### src/rtl/load_port_sched.sv
// load_port_sched: round-robin scheduler for the single data-memory load port.
// It arbitrates NREQ load requesters, issues at most one load per cycle, and
// tracks in-flight loads in an in-order tag FIFO. Writebacks carry the
// destination register of each load, and a per-register pending-load
// scoreboard drives busy[].
// Optional feature: define LOAD_PORT_SCHED_STATS_EN to add the stat_grants and
// stat_stall counters.
module load_port_sched #(
    parameter  int NREQ    = 4,
    parameter  int MAX_OUT = 8,
    parameter  int PCNT_W  = 3,
    localparam int SRC_W   = $clog2(NREQ),
    localparam int OUT_W   = $clog2(MAX_OUT) + 1
) (
    input  logic                 clk,
    input  logic                 rst_n,
    input  logic [NREQ-1:0]      req_valid,
    input  logic [NREQ*16-1:0]   req_addr,
    input  logic [NREQ*4-1:0]    req_rt,
    output logic [NREQ-1:0]      req_ready,
    output logic                 mem_en,
    output logic [15:0]          mem_addr,
    input  logic                 mem_ready,
    input  logic [15:0]          mem_data,
    output logic                 wb_valid,
    output logic [3:0]           wb_rt,
    output logic [15:0]          wb_data,
    output logic [SRC_W-1:0]     wb_src,
    output logic [15:0]          busy,
    output logic [OUT_W-1:0]     outstanding,
`ifdef LOAD_PORT_SCHED_STATS_EN
    output logic [31:0]          stat_grants,
    output logic [31:0]          stat_stall,
`endif
    output logic                 orphan_err
);

    localparam int PTR_W = $clog2(MAX_OUT);
    localparam logic [PCNT_W-1:0] PCNT_MAX = '1;

    logic [15:0]       addr_arr [NREQ];
    logic [3:0]        rt_arr   [NREQ];
    logic [PCNT_W-1:0] pend_cnt [16];
    logic [NREQ-1:0]   elig;
    logic [SRC_W-1:0]  rr_ptr;
    logic [SRC_W-1:0]  grant_idx;
    logic [SRC_W-1:0]  scan_idx;
    logic              grant;
    logic              pop;
    logic [3:0]        grant_rt;
    logic [15:0]       grant_addr;
    logic [3:0]        head_rt;
    logic [15:0]       pend_inc;
    logic [15:0]       pend_dec;

    logic [3:0]        fifo_rt  [MAX_OUT];
    logic [SRC_W-1:0]  fifo_src [MAX_OUT];
    logic [PTR_W-1:0]  wr_ptr;
    logic [PTR_W-1:0]  rd_ptr;

    // Unpack request buses; a requester is eligible unless its rt counter is saturated
    always_comb begin
        for (int unsigned i = 0; i < NREQ; i++) begin
            addr_arr[i] = req_addr[16*i +: 16];
            rt_arr[i]   = req_rt[4*i +: 4];
            elig[i]     = req_valid[i] && (pend_cnt[rt_arr[i]] != PCNT_MAX);
        end
    end

    // Round-robin search from rr_ptr; no grant while the tag FIFO is full
    always_comb begin
        grant     = 1'b0;
        grant_idx = '0;
        scan_idx  = '0;
        req_ready = '0;
        for (int unsigned k = 0; k < NREQ; k++) begin
            scan_idx = SRC_W'((32'(rr_ptr) + k) % NREQ);
            if (!grant && elig[scan_idx]) begin
                grant     = 1'b1;
                grant_idx = scan_idx;
            end
        end
        if (outstanding == OUT_W'(MAX_OUT)) begin
            grant = 1'b0;
        end
        if (grant) begin
            req_ready[grant_idx] = 1'b1;
        end
    end

    assign grant_addr = addr_arr[grant_idx];
    assign grant_rt   = rt_arr[grant_idx];
    assign head_rt    = fifo_rt[rd_ptr];
    assign pop        = mem_ready && (outstanding != '0);

    // Per-register increment/decrement requests and the busy view of the scoreboard
    always_comb begin
        for (int unsigned r = 0; r < 16; r++) begin
            pend_inc[r] = grant && (grant_rt == 4'(r));
            pend_dec[r] = pop && (head_rt == 4'(r));
            busy[r]     = (pend_cnt[r] != '0);
        end
    end

    // Tag FIFO storage; contents are only meaningful between rd_ptr and wr_ptr
    always_ff @(posedge clk) begin
        if (grant) begin
            fifo_rt[wr_ptr]  <= grant_rt;
            fifo_src[wr_ptr] <= grant_idx;
        end
    end

    // Pending-load counters; a simultaneous issue and return on one register cancel out
    always_ff @(posedge clk or negedge rst_n) begin
        if (!rst_n) begin
            for (int unsigned r = 0; r < 16; r++) begin
                pend_cnt[r] <= '0;
            end
        end else begin
            for (int unsigned r = 0; r < 16; r++) begin
                if (pend_inc[r] && !pend_dec[r]) begin
                    pend_cnt[r] <= pend_cnt[r] + PCNT_W'(1);
                end else if (pend_dec[r] && !pend_inc[r]) begin
                    pend_cnt[r] <= pend_cnt[r] - PCNT_W'(1);
                end
            end
        end
    end

    // Issue, return, pointer and occupancy bookkeeping
    always_ff @(posedge clk or negedge rst_n) begin
        if (!rst_n) begin
            rr_ptr      <= '0;
            wr_ptr      <= '0;
            rd_ptr      <= '0;
            outstanding <= '0;
            mem_en      <= 1'b0;
            mem_addr    <= '0;
            wb_valid    <= 1'b0;
            wb_rt       <= '0;
            wb_data     <= '0;
            wb_src      <= '0;
            orphan_err  <= 1'b0;
        end else begin
            mem_en   <= grant;
            wb_valid <= pop;
            if (grant) begin
                mem_addr <= grant_addr;
                wr_ptr   <= wr_ptr + PTR_W'(1);
                rr_ptr   <= (grant_idx == SRC_W'(NREQ - 1)) ? '0 : grant_idx + SRC_W'(1);
            end
            if (pop) begin
                rd_ptr  <= rd_ptr + PTR_W'(1);
                wb_rt   <= head_rt;
                wb_src  <= fifo_src[rd_ptr];
                wb_data <= mem_data;
            end
            if (mem_ready && (outstanding == '0)) begin
                orphan_err <= 1'b1;
            end
            case ({grant, pop})
                2'b10:   outstanding <= outstanding + OUT_W'(1);
                2'b01:   outstanding <= outstanding - OUT_W'(1);
                default: outstanding <= outstanding;
            endcase
        end
    end

`ifdef LOAD_PORT_SCHED_STATS_EN
    // Grant and stall-cycle counters, free-running modulo 2^32
    always_ff @(posedge clk or negedge rst_n) begin
        if (!rst_n) begin
            stat_grants <= '0;
            stat_stall  <= '0;
        end else begin
            if (grant) begin
                stat_grants <= stat_grants + 32'd1;
            end
            if ((|req_valid) && !grant) begin
                stat_stall <= stat_stall + 32'd1;
            end
        end
    end
`endif

endmodule

### config.mk
export PLATFORM = sky130hd
export DESIGN_NAME = load_port_sched
export DESIGN_NICKNAME = d
export VERILOG_FILES = /design/src/rtl/load_port_sched.sv
export SDC_FILE = /design/constraint.sdc
export NUM_CORES = 1
export LEC_CHECK = 0
export CORE_MARGIN = 3
export CORE_UTILIZATION = 50
export CTS_CLUSTER_SIZE = 16
export DETAILED_ROUTE_END_ITERATION = 12
export PLACE_DENSITY = 0.78
export SYNTH_ARGS = -nofsm -noshare
export SYNTH_HDL_FRONTEND = slang
export SYNTH_SLANG_ARGS = --single-unit
### constraint.sdc
create_clock -name clk -period 11.5 [get_ports clk]
set_clock_uncertainty 0.15 [all_clocks]
set_input_delay 2.3 -clock clk [delete_from_list [all_inputs] [get_ports clk]]
set_output_delay 2.3 -clock clk [all_outputs]
set_load 0.02 [all_outputs]
After elaboration in Yosys (flattened, before gate mapping)
Memory sizes are Yosys's and may differ from the RTL's. A register that Yosys moved wholly into a read port is not among the register bits. Index checks and enable logic that the tools add are counted.

RAM bits: 48. Bits in registers: 99. Word-level logic and storage cells: 343. Memories: 2.

Bitwise gates (word level): 5. Multiplexer cells: 74. Equal/unequal tests: 38. Add/subtract/negate cells: 40. Order comparisons: 11. Reduce and logical (&&, ||, !) cells: 147.

Memory list: fifo_rt (words 8, width 4, rd ports 1, clocked after Yosys merged registers in 0, write ports 1, RTL line 56) `logic [3:0] fifo_rt [MAX_OUT];`; fifo_src (words 8, width 2, rd ports 1, clocked after Yosys merged registers in 1, write ports 1, RTL line 57) `logic [SRC_W-1:0] fifo_src [MAX_OUT];`.

Operators by type and width (number): 2-to-1 mux 3 bit (40); logical AND 1 bit (74); equality test 4 bit (second input constant) (17); adder 3 x 1 -> 3 bit (second input constant) (18); binary-select mux 3 bit (select 4 bit) (4); nonzero test 3 bit (16); subtractor 3 x 1 -> 3 bit (second input constant) (16); zero test 1 bit (36); nonzero test 2 bit (17); binary-select mux 16 bit (select 2 bit) (1); equality test 4 x 3 -> 1 bit (second input constant) (8); 2-to-1 mux 16 bit (2); greater-or-equal comparator 5 bit (second input constant) (4); inverter 4 -> 5 bit (4); equality test 4 x 2 -> 1 bit (second input constant) (4); < comparator 2 x 3 -> 1 bit (second input constant) (5); zero test 4 bit (3); 2-to-1 mux 1 bit (12); 2-to-1 mux 4 bit (3); inequality test 3 bit (second input constant) (4); 2-to-1 mux 2 bit (5); binary-select mux 1 bit (select 2 bit) (4); binary-select mux 4 bit (select 2 bit) (1); equality test 4 x 1 -> 1 bit (second input constant) (2); other kinds (12) (15).

Longest topological paths before layout
Gate-level depths: netlist (run 1).

Depth after elaboration: 28. Mapped depth: 18. Mapped depth without buffers: 16.

Least setup slack after synthesis (run 1)
Ideal clock, no wire load.

Path type: input to output. Start point: in req_rt[4]. End point: out req_ready[1]. Data arrival time: 4.713 ns. Path slack: 4.337 ns. Cell stages on the path: 12. Buffers on the path: 4. Cell sequence: clkbuf_2 > mux4_2 > a211o_1 > a32oi_2 > o21ai_1 > a311oi_1 > buf_4 > buf_12 > buf_12 > inv_1 > ha_1 > and2_1.

Longest elaborated chain between the ends: 23.

RTL lines: start: declaration (RTL line 19) `input logic [NREQ*4-1:0] req_rt,`; inverter 4 -> 5 bit (implied by the code) * (RTL line 66) `elig[i] = req_valid[i] && (pend_cnt[rt_arr[i]] != PCNT_MAX);`; binary-select mux 3 bit (select 4 bit) * (RTL line 66); 2-to-1 mux 3 bit (implied by the code) * (2 in series) (RTL line 66); inequality test 3 bit * (RTL line 66); logical AND 1 bit * (RTL line 66); binary-select mux 1 bit (select 2 bit) (RTL line 78) `if (!grant && elig[scan_idx]) begin`; 2-to-1 mux 1 bit (implied by the code) (RTL line 78); 2-to-1 mux 1 bit (RTL line 78); [... 7 more ...]; logical AND 1 bit (RTL line 78); 2-to-1 mux 2 bit * (RTL line 78); named net grant_idx[1] (RTL line 46) `logic [SRC_W-1:0] grant_idx;`; < comparator 2 x 3 -> 1 bit (implied by the code) / greater-or-equal comparator 2 x 1 -> 1 bit (equally long branches) (RTL line 87) `req_ready[grant_idx] = 1'b1;`; logical AND 1 bit (implied by the code) (RTL line 87); 2-to-1 mux 1 bit (implied by the code) (RTL line 87); demux 1 bit (select 2 bit) * (RTL line 87); 2-to-1 mux 4 bit * (RTL line 86) `if (grant) begin`; end: declaration (RTL line 20) `output logic [NREQ-1:0] req_ready,`.

The timed path passes the listed nets; every way through them passes the cells marked *. The select of a mux whose other input is x is not followed.

Final worst setup path (run 1)
Start point: in req_rt[13]. End point: out req_ready[0].

Longest elaborated chain between the ends: 23.

RTL lines (RTL line): inverter 4 -> 5 bit (implied by the code) * (66); binary-select mux 3 bit (select 4 bit) * (66); 2-to-1 mux 3 bit (implied by the code) * (2 in series) (66); inequality test 3 bit * (66); logical AND 1 bit * (66); binary-select mux 1 bit (select 2 bit) (78); 2-to-1 mux 1 bit (implied by the code) (78); 2-to-1 mux 1 bit (78); [... 6 more ...]; zero test 1 bit (78); logical AND 1 bit (78); 2-to-1 mux 2 bit (78); < comparator 2 x 3 -> 1 bit (implied by the code) / greater-or-equal comparator 2 x 1 -> 1 bit (equally long branches) (87); logical AND 1 bit (implied by the code) (87); 2-to-1 mux 1 bit (implied by the code) (87); demux 1 bit (select 2 bit) (87); 2-to-1 mux 4 bit * (86).

Mark *: on every way between the ends. The rest lies on a longest branch, timed or not. The select of a mux whose other input is x is not followed.

==> results of run 1 <==
-- synth_stat cells (all sizes together), types with 2 or more instances --
library cell  number
nand2            108
dfrtp            101
mux2i             53
edfxtp            48
mux2              39
xor2              35
inv               33
ha                25
nor2              25
o21ai             25
mux4              23
xnor2             21
nor4              19
fa                17
or3               16
buf               14
clkbuf            13
nand3             11
and2              10
and3               8
nor2b              7
o211ai             5
a211o              4
a21oi              4
nand4              4
nor3               4
a2111oi            3
a21o               3
nand2b             3
o221ai             3
o22ai              3
a211oi             2
a2bb2oi            2
a32o               2
a32oi              2
nor3b              2
nor4b              2
o21a               2
-- cell type report --
type                            count  area share, %
Timing Repair Buffer              174           15.6
Tap cell                          220           2.49
Clock buffer                       21           4.47
Inverter                           33           1.14
Clock inverter                     11          0.895
Multi-Input combinational cell    503           39.5
Sequential cell                   149           36.0
-- kinds of logic (layout without fill, tap and decap cells) --
logic type,Yosys count,in the layout,share of synthesized area (%)
DFF,149,149,46.1
AOI/OAI and AO/OA,66,66,6.06
muxes,115,115,17.4
buffers and inverters,60,239,3.55
adders and majority gates,42,42,7.59
xor gates and xnor gates,56,56,5.70
and+or+nand+nor,224,224,13.6
-- sequential cells by signal, indices dropped and copies added (netlist names) --
name / count
wb_valid: 1
wb_rt: 4
fifo_src: 16
fifo_rt: 32
orphan_err: 1
mem_en: 1
outstanding: 4
wb_data: 16
wb_src: 2
rr_ptr: 2
mem_addr: 16
pend_cnt: 48
wr_ptr: 3
rd_ptr: 3
-- metal layers --
| metal | routed length [um] | GRT usage, % | vias to the layer above |
|---|---|---|---|
| li1 | - | - | 2886 |
| met1 | 8800 | 31.4 | 2979 |
| met2 | 9850 | 36.2 | 209 |
| met3 | 1260 | 4.60 | 48 |
| met4 | 535 | 7.10 | 0 |
| met5 | 0 | 0 | - |
-- power by group --
part / leakage, nW / switching (mW) / internal, mW
sequential: 1.64 / 0.242 / 0.804
clock: 0.286 / 0.236 / 0.315
combinational: 2.48 / 0.754 / 0.703
total: 4.41 / 1.23 / 1.82
-- cell usage in the layout (no fill, tap or decap), drive strengths merged, types with 4 or more instances in the layout --
cell             n
xor2            35
a21oi            4
or3             16
mux2            39
ha              25
buf              8
o211ai           5
fa              17
nand2          108
mux2i           53
clkdlybuf4s50  166
nor4            19
and3             8
and2            10
nor2            25
nand3           11
inv             40
a211o            4
nand4            4
edfxtp          48
clkbuf          21
o21ai           25
mux4            23
xnor2           21
nor2b            7
dfrtp          101
nor3             4
-- worst max-delay path by stage --
| stage | start | end | slack, ns | cells after the start |
|---|---|---|---|---|
| 5_1_grt | req_rt[13] | req_ready[0] | 2.40 | 10 |
| 3_3_place_gp | req_rt[13] | req_ready[3] | 2.80 | 10 |
| 4_1_cts | req_rt[13] | req_ready[0] | 2.72 | 10 |
| 3_5_place_dp | req_rt[13] | req_ready[0] | 2.71 | 10 |
| 2_1_floorplan | req_rt[4] | req_ready[1] | 4.34 | 12 |
| 6_report | req_rt[13] | req_ready[0] | 2.71 | 10 |
-- metrics by stage --
stage               instance area, um2  util, %  total power, mW  instances  hold WS (ns)
detailed placement               10400     62.6             2.51       1079         0.301
CTS                              11000     66.1             3.07       1111         0.317
global placement                 10400     62.6             2.46       1079         0.290
global route                     11000     66.1             3.27       1111         0.332
floorplan                         8600        -             2.01        712         0.298
finish                           11000     66.1             3.05       1111         0.313
==> flow_summary.html, run 1 <==
<table>
<tr><th>Metric</th><th>Value</th></tr>
<tr><th colspan="2">Timing</th></tr>
<tr><td>Total Neg Setup Slack</td><td>0 ns</td></tr>
<tr><td>Upper clock frequency limit</td><td>around 110 MHz</td></tr>
<tr><td>Final worst-path cycle share</td><td>between 70% and 80%</td></tr>
<tr><td>Final min period</td><td>slightly below 9 ns</td></tr>
<tr><td>Worst Slack Setup Final</td><td>about 2.7 ns</td></tr>
<tr><td>Transition time at the pin with the least slew margin</td><td>1.13 ns</td></tr>
<tr><td>Number of failing hold endpoints at the final stage</td><td>0</td></tr>
<tr><td>Unrepaired setup endpoints after global routing</td><td>false</td></tr>
<tr><td>Number of slew-limit violations in the final report</td><td>0</td></tr>
<tr><td>Slew margin rel.</td><td>between 20 and 25%</td></tr>
<tr><td>Finish-stage setup viols</td><td>0</td></tr>
<tr><th colspan="2">Finish</th></tr>
<tr><td>Count of inserted antenna diode cells</td><td>0</td></tr>
<tr><td>Number of fill cells</td><td>1318</td></tr>
<tr><td>Area of all sequential standard cells</td><td>between 3000 and 4000 um2</td></tr>
<tr><td>Nets</td><td>between 1000 and 1500</td></tr>
<tr><td>Fraction of layout instances using a drive strength above 1</td><td>15.0%</td></tr>
<tr><td>Area of the multi-input gates</td><td>between 4000 and 5000 um2</td></tr>
<tr><td>Growth of design area from synthesis to finish</td><td>28.3%</td></tr>
<tr><th colspan="2">GRT</th></tr>
<tr><td>Maximum number of pins on one net before global-route repair</td><td>52</td></tr>
<tr><td>Antenna violations before repair</td><td>0</td></tr>
<tr><td>Wire length of the first global-routing pass</td><td>around 33 mm</td></tr>
<tr><td>Tot GR Track Use</td><td>approximately 23%</td></tr>
<tr><td>Number of global-route vias before repair</td><td>~6300</td></tr>
<tr><td>Overflow left after global routing</td><td>0</td></tr>
<tr><th colspan="2">Detailed routing</th></tr>
<tr><td>Antenna-violating nets left</td><td>0</td></tr>
<tr><td>Detail-routed net length per standard cell</td><td>approximately 18 um</td></tr>
<tr><td>Total length of routed wires</td><td>roughly 20 mm</td></tr>
<tr><td>Total vias in the final route</td><td>6122</td></tr>
<tr><td>Post-DR vias/cell</td><td>roughly 5.5</td></tr>
<tr><td>Final routed DRC violation total</td><td>0</td></tr>
<tr><td>DRT Pass-1 Iters</td><td>5</td></tr>
<tr><td>Number of DRC markers in iteration 0</td><td>~470</td></tr>
<tr><th colspan="2">Worst setup path</th></tr>
<tr><td>Setup crit end kind</td><td>output port</td></tr>
<tr><td>Worst setup path class</td><td>primary input to output port</td></tr>
<tr><td>Register-to-register path setup slack</td><td>5.44 ns</td></tr>
<tr><td>Biggest cell delay along the critical path</td><td>between 0.7 and 0.8 ns</td></tr>
<tr><td>Reg-to-Reg Start</td><td>pend_cnt[21]$_DFFE_PN0P_</td></tr>
<tr><td>Chain of cells forming the critical path</td><td>clkdlybuf4s50_1 &gt; inv_1 &gt; mux4_2 &gt; o32a_1 &gt; o221ai_2 &gt; and2_1 &gt; a32o_2 &gt; inv_1 &gt; and2_1 &gt; clkdlybuf4s50_1</td></tr>
<tr><td>Worst reg2reg path endpoint</td><td>pend_cnt[29]$_DFFE_PN0P_</td></tr>
<tr><td>Data required time of the worst path</td><td>a little over 9 ns</td></tr>
<tr><td>Signal arrival time at the worst endpoint</td><td>6.34 ns</td></tr>
<tr><td>Critical path launch point type</td><td>primary input</td></tr>
<tr><td>Critical-path maximum fanout</td><td>40</td></tr>
<tr><td>Cells on worst reg2reg path</td><td>17</td></tr>
<tr><td>Slowest library cell on the worst path</td><td>sky130_fd_sc_hd__a32o_2</td></tr>
<tr><td>Family with the most delay on the worst path</td><td>buffers and inverters</td></tr>
<tr><td>Buffers plus inverters on the worst setup path</td><td>4</td></tr>
<tr><th colspan="2">Synthesis</th></tr>
<tr><td>Post-Syn Area per Cell</td><td>between 10 and 15 um2</td></tr>
<tr><td>Cell types occupying the most area after synthesis</td><td>sky130_fd_sc_hd__dfrtp_1 29%, sky130_fd_sc_hd__edfxtp_1 17%, sky130_fd_sc_hd__mux2i_1 6.2%, sky130_fd_sc_hd__mux4_2 5.8%, sky130_fd_sc_hd__mux2_2 4.7%</td></tr>
<tr><td>Largest area contributor in the synthesized netlist</td><td>sky130_fd_sc_hd__dfrtp_1</td></tr>
<tr><td>Number of instances in the synthesized netlist</td><td>712</td></tr>
<tr><td>Synth Cell Area</td><td>~8600 um2</td></tr>
<tr><td>Number of synthesized flops with an enable pin</td><td>48</td></tr>
<tr><td>Number of storage elements in the synthesis netlist</td><td>149</td></tr>
<tr><td>Post-synth top flop</td><td>sky130_fd_sc_hd__dfrtp_1</td></tr>
<tr><td>Top-area cell type share of the netlist area</td><td>between 20% and 30%</td></tr>
<tr><td>Syn_nets</td><td>approximately 860</td></tr>
<tr><td>Synthesis Warnings</td><td>0</td></tr>
<tr><td>Fraction of the yosys area taken by sequential cells</td><td>between 40% and 50%</td></tr>
<tr><td>Fraction of registers with async set/reset</td><td>~68%</td></tr>
<tr><td>Count of cell types in the netlist</td><td>63</td></tr>
<tr><th colspan="2">Min path</th></tr>
<tr><td>Source of the worst hold timing path</td><td>orphan_err$_DFFE_PN0P_</td></tr>
<tr><td>Worst Hold Path EP</td><td>orphan_err$_DFFE_PN0P_</td></tr>
<tr><td>Cell depth of the worst min-delay path</td><td>1</td></tr>
<tr><td>Class of the worst hold path</td><td>flop to flop</td></tr>
<tr><th colspan="2">Clocking</th></tr>
<tr><td>Max H-tree Level</td><td>4</td></tr>
<tr><td>Clk slew on worst S/H paths</td><td>approximately 0.070 ns</td></tr>
<tr><td>Count of cells resized by post-cts repair</td><td>0</td></tr>
<tr><td>Post-CTS setup-driven buffer insertion count</td><td>0</td></tr>
<tr><td>Clock tree sinks</td><td>about 150</td></tr>
<tr><td>Clock Tree Buf Depth</td><td>2</td></tr>
<tr><td>Clock tree from TritonCTS</td><td>done</td></tr>
<tr><td>Worst-skew pair later-pin latency</td><td>around 0.42 ns</td></tr>
<tr><td>Master cell of the clock root buffer</td><td>sky130_fd_sc_hd__clkbuf_16</td></tr>
<tr><td>Post-CTS Hold Buffers</td><td>0</td></tr>
<tr><td>Inserted Clock Buffers</td><td>17</td></tr>
<tr><th colspan="2">Pwr</th></tr>
<tr><td>Power density over cell area</td><td>between 200 and 300 nW/um2</td></tr>
<tr><td>Leakage power summed over all cells</td><td>between 4 and 5 nW</td></tr>
<tr><td>Worst VDD drop</td><td>between 0.1 and 0.15 mV</td></tr>
<tr><th colspan="2">Die</th></tr>
<tr><td>Overall die width</td><td>137 um</td></tr>
<tr><td>Die Span Y</td><td>~140 um</td></tr>
<tr><td>Die area</td><td>18800 um2</td></tr>
<tr><td>Starting density of the core</td><td>51.5%</td></tr>
<tr><td>Row count</td><td>47</td></tr>
<tr><td>Boundary pin count</td><td>between 150 and 200</td></tr>
<tr><td>Area of the placeable core</td><td>roughly 17000 um2</td></tr>
<tr><th colspan="2">Placed design</th></tr>
<tr><td>Total of buffers placed on input and output ports</td><td>roughly 170</td></tr>
<tr><td>Setup Slack @ Placement</td><td>~2.7 ns</td></tr>
<tr><td>GPL Wtd Cong</td><td>0.954</td></tr>
<tr><td>Detailed Place HPWL</td><td>15.2 mm</td></tr>
<tr><th colspan="2">Run status</th></tr>
<tr><td>Run status</td><td>complete, no violations</td></tr>
<tr><th colspan="2">Run</th></tr>
<tr><td>Maximum Capacitance Violations</td><td>0</td></tr>
</table>
No activity file was read; power rests on OpenSTA's default activity.
==> inputs of run 2 (changes only) <==
- CORE_UTILIZATION: 50 -> 48
- clock period: 11.5 -> 7.15 ns (I/O delays scaled with it)
==> run 2 against run 1 <==
Net effect: global-route usage fell by 1.7 points; flip-flop and latch count unchanged; combinational power grew 62%; sequential share of layout area shrank 0.061 points; critical endpoint is now req_ready[3]; largest power group unchanged; highest routed layer unchanged.
==> flow_summary.html, run 2 (synthesis gave the netlist of run 1 again) <==
<table>
<tr><th>Metric</th><th>Value</th></tr>
<tr><th colspan="2">GRT</th></tr>
<tr><td>Antenna violations before repair</td><td>0 (unchanged)</td></tr>
<tr><td>Maximum number of pins on one net before global-route repair</td><td>60 (+15%)</td></tr>
<tr><td>Number of global-route vias before repair</td><td>6257 (-0.95%)</td></tr>
<tr><td>Tot GR Track Use</td><td>21.0% (-1.7 points)</td></tr>
<tr><td>Overflow left after global routing</td><td>0 (unchanged)</td></tr>
<tr><td>Wire length of the first global-routing pass</td><td>32.9 mm (-0.44%)</td></tr>
<tr><th colspan="2">Finish</th></tr>
<tr><td>Count of inserted antenna diode cells</td><td>0 (unchanged)</td></tr>
<tr><td>Finished Layout Cells</td><td>1119 (+0.72%)</td></tr>
<tr><td>Largest registers in the final layout</td><td>pend_cnt (48), fifo_rt (32)</td></tr>
<tr><td>Fraction of layout instances using a drive strength above 1</td><td>15.4% (+0.40 points)</td></tr>
<tr><td>Growth of design area from synthesis to finish</td><td>28.5%</td></tr>
<tr><td>Post-route standard cell area excluding fillers</td><td>11100 um2 (+0.17%)</td></tr>
<tr><td>Fin util</td><td>63.5% (-2.6 points)</td></tr>
<tr><td>Flip-flop count of the largest register after layout</td><td>48 (unchanged)</td></tr>
<tr><td>Register with the most flip-flops</td><td>pend_cnt</td></tr>
<tr><td>Commonest cells after routing, fill and taps aside</td><td>166 x sky130_fd_sc_hd__clkdlybuf4s50_1, 108 x sky130_fd_sc_hd__nand2_1, 101 x sky130_fd_sc_hd__dfrtp_1</td></tr>
<tr><td>Commonest non-fill, non-tap cell in the layout</td><td>sky130_fd_sc_hd__clkdlybuf4s50_1</td></tr>
<tr><td>Nets</td><td>1026 (+0.29%)</td></tr>
<tr><th colspan="2">Min path</th></tr>
<tr><td>Class of the worst hold path</td><td>flop to flop</td></tr>
<tr><th colspan="2">Clocking</th></tr>
<tr><td>Clock tree from TritonCTS</td><td>done</td></tr>
<tr><td>Max H-tree Level</td><td>4 (unchanged)</td></tr>
<tr><td>Clk slew on worst S/H paths</td><td>0.06 ns (about the same)</td></tr>
<tr><td>Master cell of the clock root buffer</td><td>sky130_fd_sc_hd__clkbuf_16</td></tr>
<tr><td>Post-CTS Hold Buffers</td><td>0 (unchanged)</td></tr>
<tr><td>Clock tree sinks</td><td>149 (unchanged)</td></tr>
<tr><td>Clock Tree Buf Depth</td><td>2 (unchanged)</td></tr>
<tr><td>Post-CTS setup-driven buffer insertion count</td><td>0 (unchanged)</td></tr>
<tr><td>Worst-skew pair later-pin latency</td><td>0.43 ns (about the same)</td></tr>
<tr><td>Count of cells resized by post-cts repair</td><td>0 (unchanged)</td></tr>
<tr><td>Inserted Clock Buffers</td><td>17 (unchanged)</td></tr>
<tr><th colspan="2">Detailed routing</th></tr>
<tr><td>Detail-routed net length per standard cell</td><td>17.9 um (-2.9%)</td></tr>
<tr><td>Total length of routed wires</td><td>20.0 mm (-2.2%)</td></tr>
<tr><td>Total vias in the final route</td><td>6155 (+0.54%)</td></tr>
<tr><td>DRT Pass-1 Iters</td><td>5 (unchanged)</td></tr>
<tr><td>Number of DRC markers in iteration 0</td><td>359 (-24%)</td></tr>
<tr><td>Final routed DRC violation total</td><td>0 (unchanged)</td></tr>
<tr><td>Antenna-violating nets left</td><td>0 (unchanged)</td></tr>
<tr><td>Post-DR vias/cell</td><td>5.50 (-0.18%)</td></tr>
<tr><th colspan="2">Timing</th></tr>
<tr><td>Final min period</td><td>6.60 ns</td></tr>
<tr><td>Transition time at the pin with the least slew margin</td><td>1.08 ns (-0.0482 ns)</td></tr>
<tr><td>Total Neg Setup Slack</td><td>0 ns (unchanged)</td></tr>
<tr><td>Finish-stage setup viols</td><td>0 (unchanged)</td></tr>
<tr><td>Upper clock frequency limit</td><td>roughly 150 MHz</td></tr>
<tr><td>Unrepaired setup endpoints after global routing</td><td>false</td></tr>
<tr><td>Number of failing hold endpoints at the final stage</td><td>0 (unchanged)</td></tr>
<tr><td>Final worst-path cycle share</td><td>between 90 and 100%</td></tr>
<tr><td>Number of slew-limit violations in the final report</td><td>0 (unchanged)</td></tr>
<tr><td>Slew margin rel.</td><td>27.6% (+3.1 points)</td></tr>
<tr><td>Worst Slack Setup Final</td><td>0.554 ns (-2.16 ns)</td></tr>
<tr><th colspan="2">Placed design</th></tr>
<tr><td>Post-DP Area</td><td>10500 um2 (+0.28%)</td></tr>
<tr><td>GPL Wtd Cong</td><td>0.971 (+1.7%)</td></tr>
<tr><td>Setup Slack @ Placement</td><td>0.661 ns (-2.05 ns)</td></tr>
<tr><td>Cell Count Post-Placement</td><td>1087 (+0.74%)</td></tr>
<tr><td>Detailed Place HPWL</td><td>15.0 mm (-1.4%)</td></tr>
<tr><td>Total of buffers placed on input and output ports</td><td>167 (unchanged)</td></tr>
<tr><th colspan="2">Die</th></tr>
<tr><td>Die Span Y</td><td>140 um (+2.0%)</td></tr>
<tr><td>Row count</td><td>48 (+2.1%)</td></tr>
<tr><td>Area of the placeable core</td><td>17400 um2 (+4.3%)</td></tr>
<tr><td>Die area</td><td>19600 um2 (+4.0%)</td></tr>
<tr><td>Starting density of the core</td><td>49.4% (-2.1 points)</td></tr>
<tr><td>Overall die width</td><td>140 um (+2.0%)</td></tr>
<tr><td>Boundary pin count</td><td>168 (unchanged)</td></tr>
<tr><th colspan="2">Pwr</th></tr>
<tr><td>Worst VDD drop</td><td>0.252 mV (+81%)</td></tr>
<tr><td>Power density over cell area</td><td>445 nW/um2 (+61%)</td></tr>
<tr><td>Leakage power summed over all cells</td><td>4.42 nW (+0.21%)</td></tr>
<tr><th colspan="2">Run</th></tr>
<tr><td>Maximum Capacitance Violations</td><td>0 (unchanged)</td></tr>
<tr><th colspan="2">Worst setup path</th></tr>
<tr><td>Data required time of the worst path</td><td>5.57 ns (-3.48 ns)</td></tr>
<tr><td>Worst setup path class</td><td>primary input to output port</td></tr>
<tr><td>Critical path launch point type</td><td>primary input</td></tr>
<tr><td>Critical-path maximum fanout</td><td>11 (-73%)</td></tr>
<tr><td>Setup crit end kind</td><td>output port</td></tr>
<tr><td>Signal arrival time at the worst endpoint</td><td>5.02 ns (-1.32 ns)</td></tr>
<tr><th colspan="2">Run status</th></tr>
<tr><td>Run status</td><td>complete, no violations</td></tr>
</table>
## run 2: power by group
| part | total (mW) | switching [mW] | internal [mW] |
|---|---|---|---|
| logic | 2.37 | 1.23 | 1.14 |
| registers | 1.68 | 0.382 | 1.29 |
| clock network | 0.871 | 0.404 | 0.466 |
## run 2: layout make-up
type | instances | area (um2)
inverter | 33 | 126
tap | 225 | 282
fill | 1356 | 6360
timing repair buffer | 177 | 1740
clock buffer | 17 | 425
clock inverter | 15 | 156
sequential | 149 | 3970
multi-input combinational | 503 | 4360
## run 2: worst paths after layout
kind | start | endpoint | slack, ns | cells past startpoint
hold reg to reg | orphan_err$_DFFE_PN0P_ | orphan_err$_DFFE_PN0P_ | 0.31 | 1
setup / recovery | req_rt[8] | req_ready[3] | 0.55 | 11
min in group asynchronous | rst_n | pend_cnt[12]$_DFFE_PN0P_ | 0.84 | 1
hold / removal | orphan_err$_DFFE_PN0P_ | orphan_err$_DFFE_PN0P_ | 0.31 | 1
setup reg to reg | pend_cnt[22]$_DFFE_PN0P_ | pend_cnt[47]$_DFFE_PN0P_ | 2.20 | 16
max in group asynchronous | rst_n | wb_data[1]$_DFFE_PN0P_ | 4.84 | 2
## run 2: critical path: stages
cell and delay [ns]:
sky130_fd_sc_hd__clkdlybuf4s50_1 0.77, sky130_fd_sc_hd__mux4_2 0.38, sky130_fd_sc_hd__nand3b_1 0.17, sky130_fd_sc_hd__a32oi_1 0.48
sky130_fd_sc_hd__o22ai_1 0.19, sky130_fd_sc_hd__a21oi_1 0.25, sky130_fd_sc_hd__nand2_1 0.13, sky130_fd_sc_hd__inv_1 0.27
sky130_fd_sc_hd__ha_1 0.19, sky130_fd_sc_hd__and2_1 0.11, sky130_fd_sc_hd__clkdlybuf4s50_1 0.63
## run 2: through the flow
| stage | power [mW] | hold WS, ns |
|---|---|---|
| final | 4.92 | 0.310 |
| after global routing | 5.25 | 0.346 |
| after CTS | 4.95 | 0.309 |
| after detailed placement | 4.06 | 0.294 |
| after global placement | 3.99 | 0.302 |
| after floorplan | 3.24 | 0.298 |
## run 2: per-layer routing
layer	global-route usage, %	up-vias	part of all wire, %
met3	5.22	27	7.9
met4	5.92	0	1.5
met5	0	-	0
li1	-	2899	-
met2	33.8	242	48
met1	28.6	2987	43
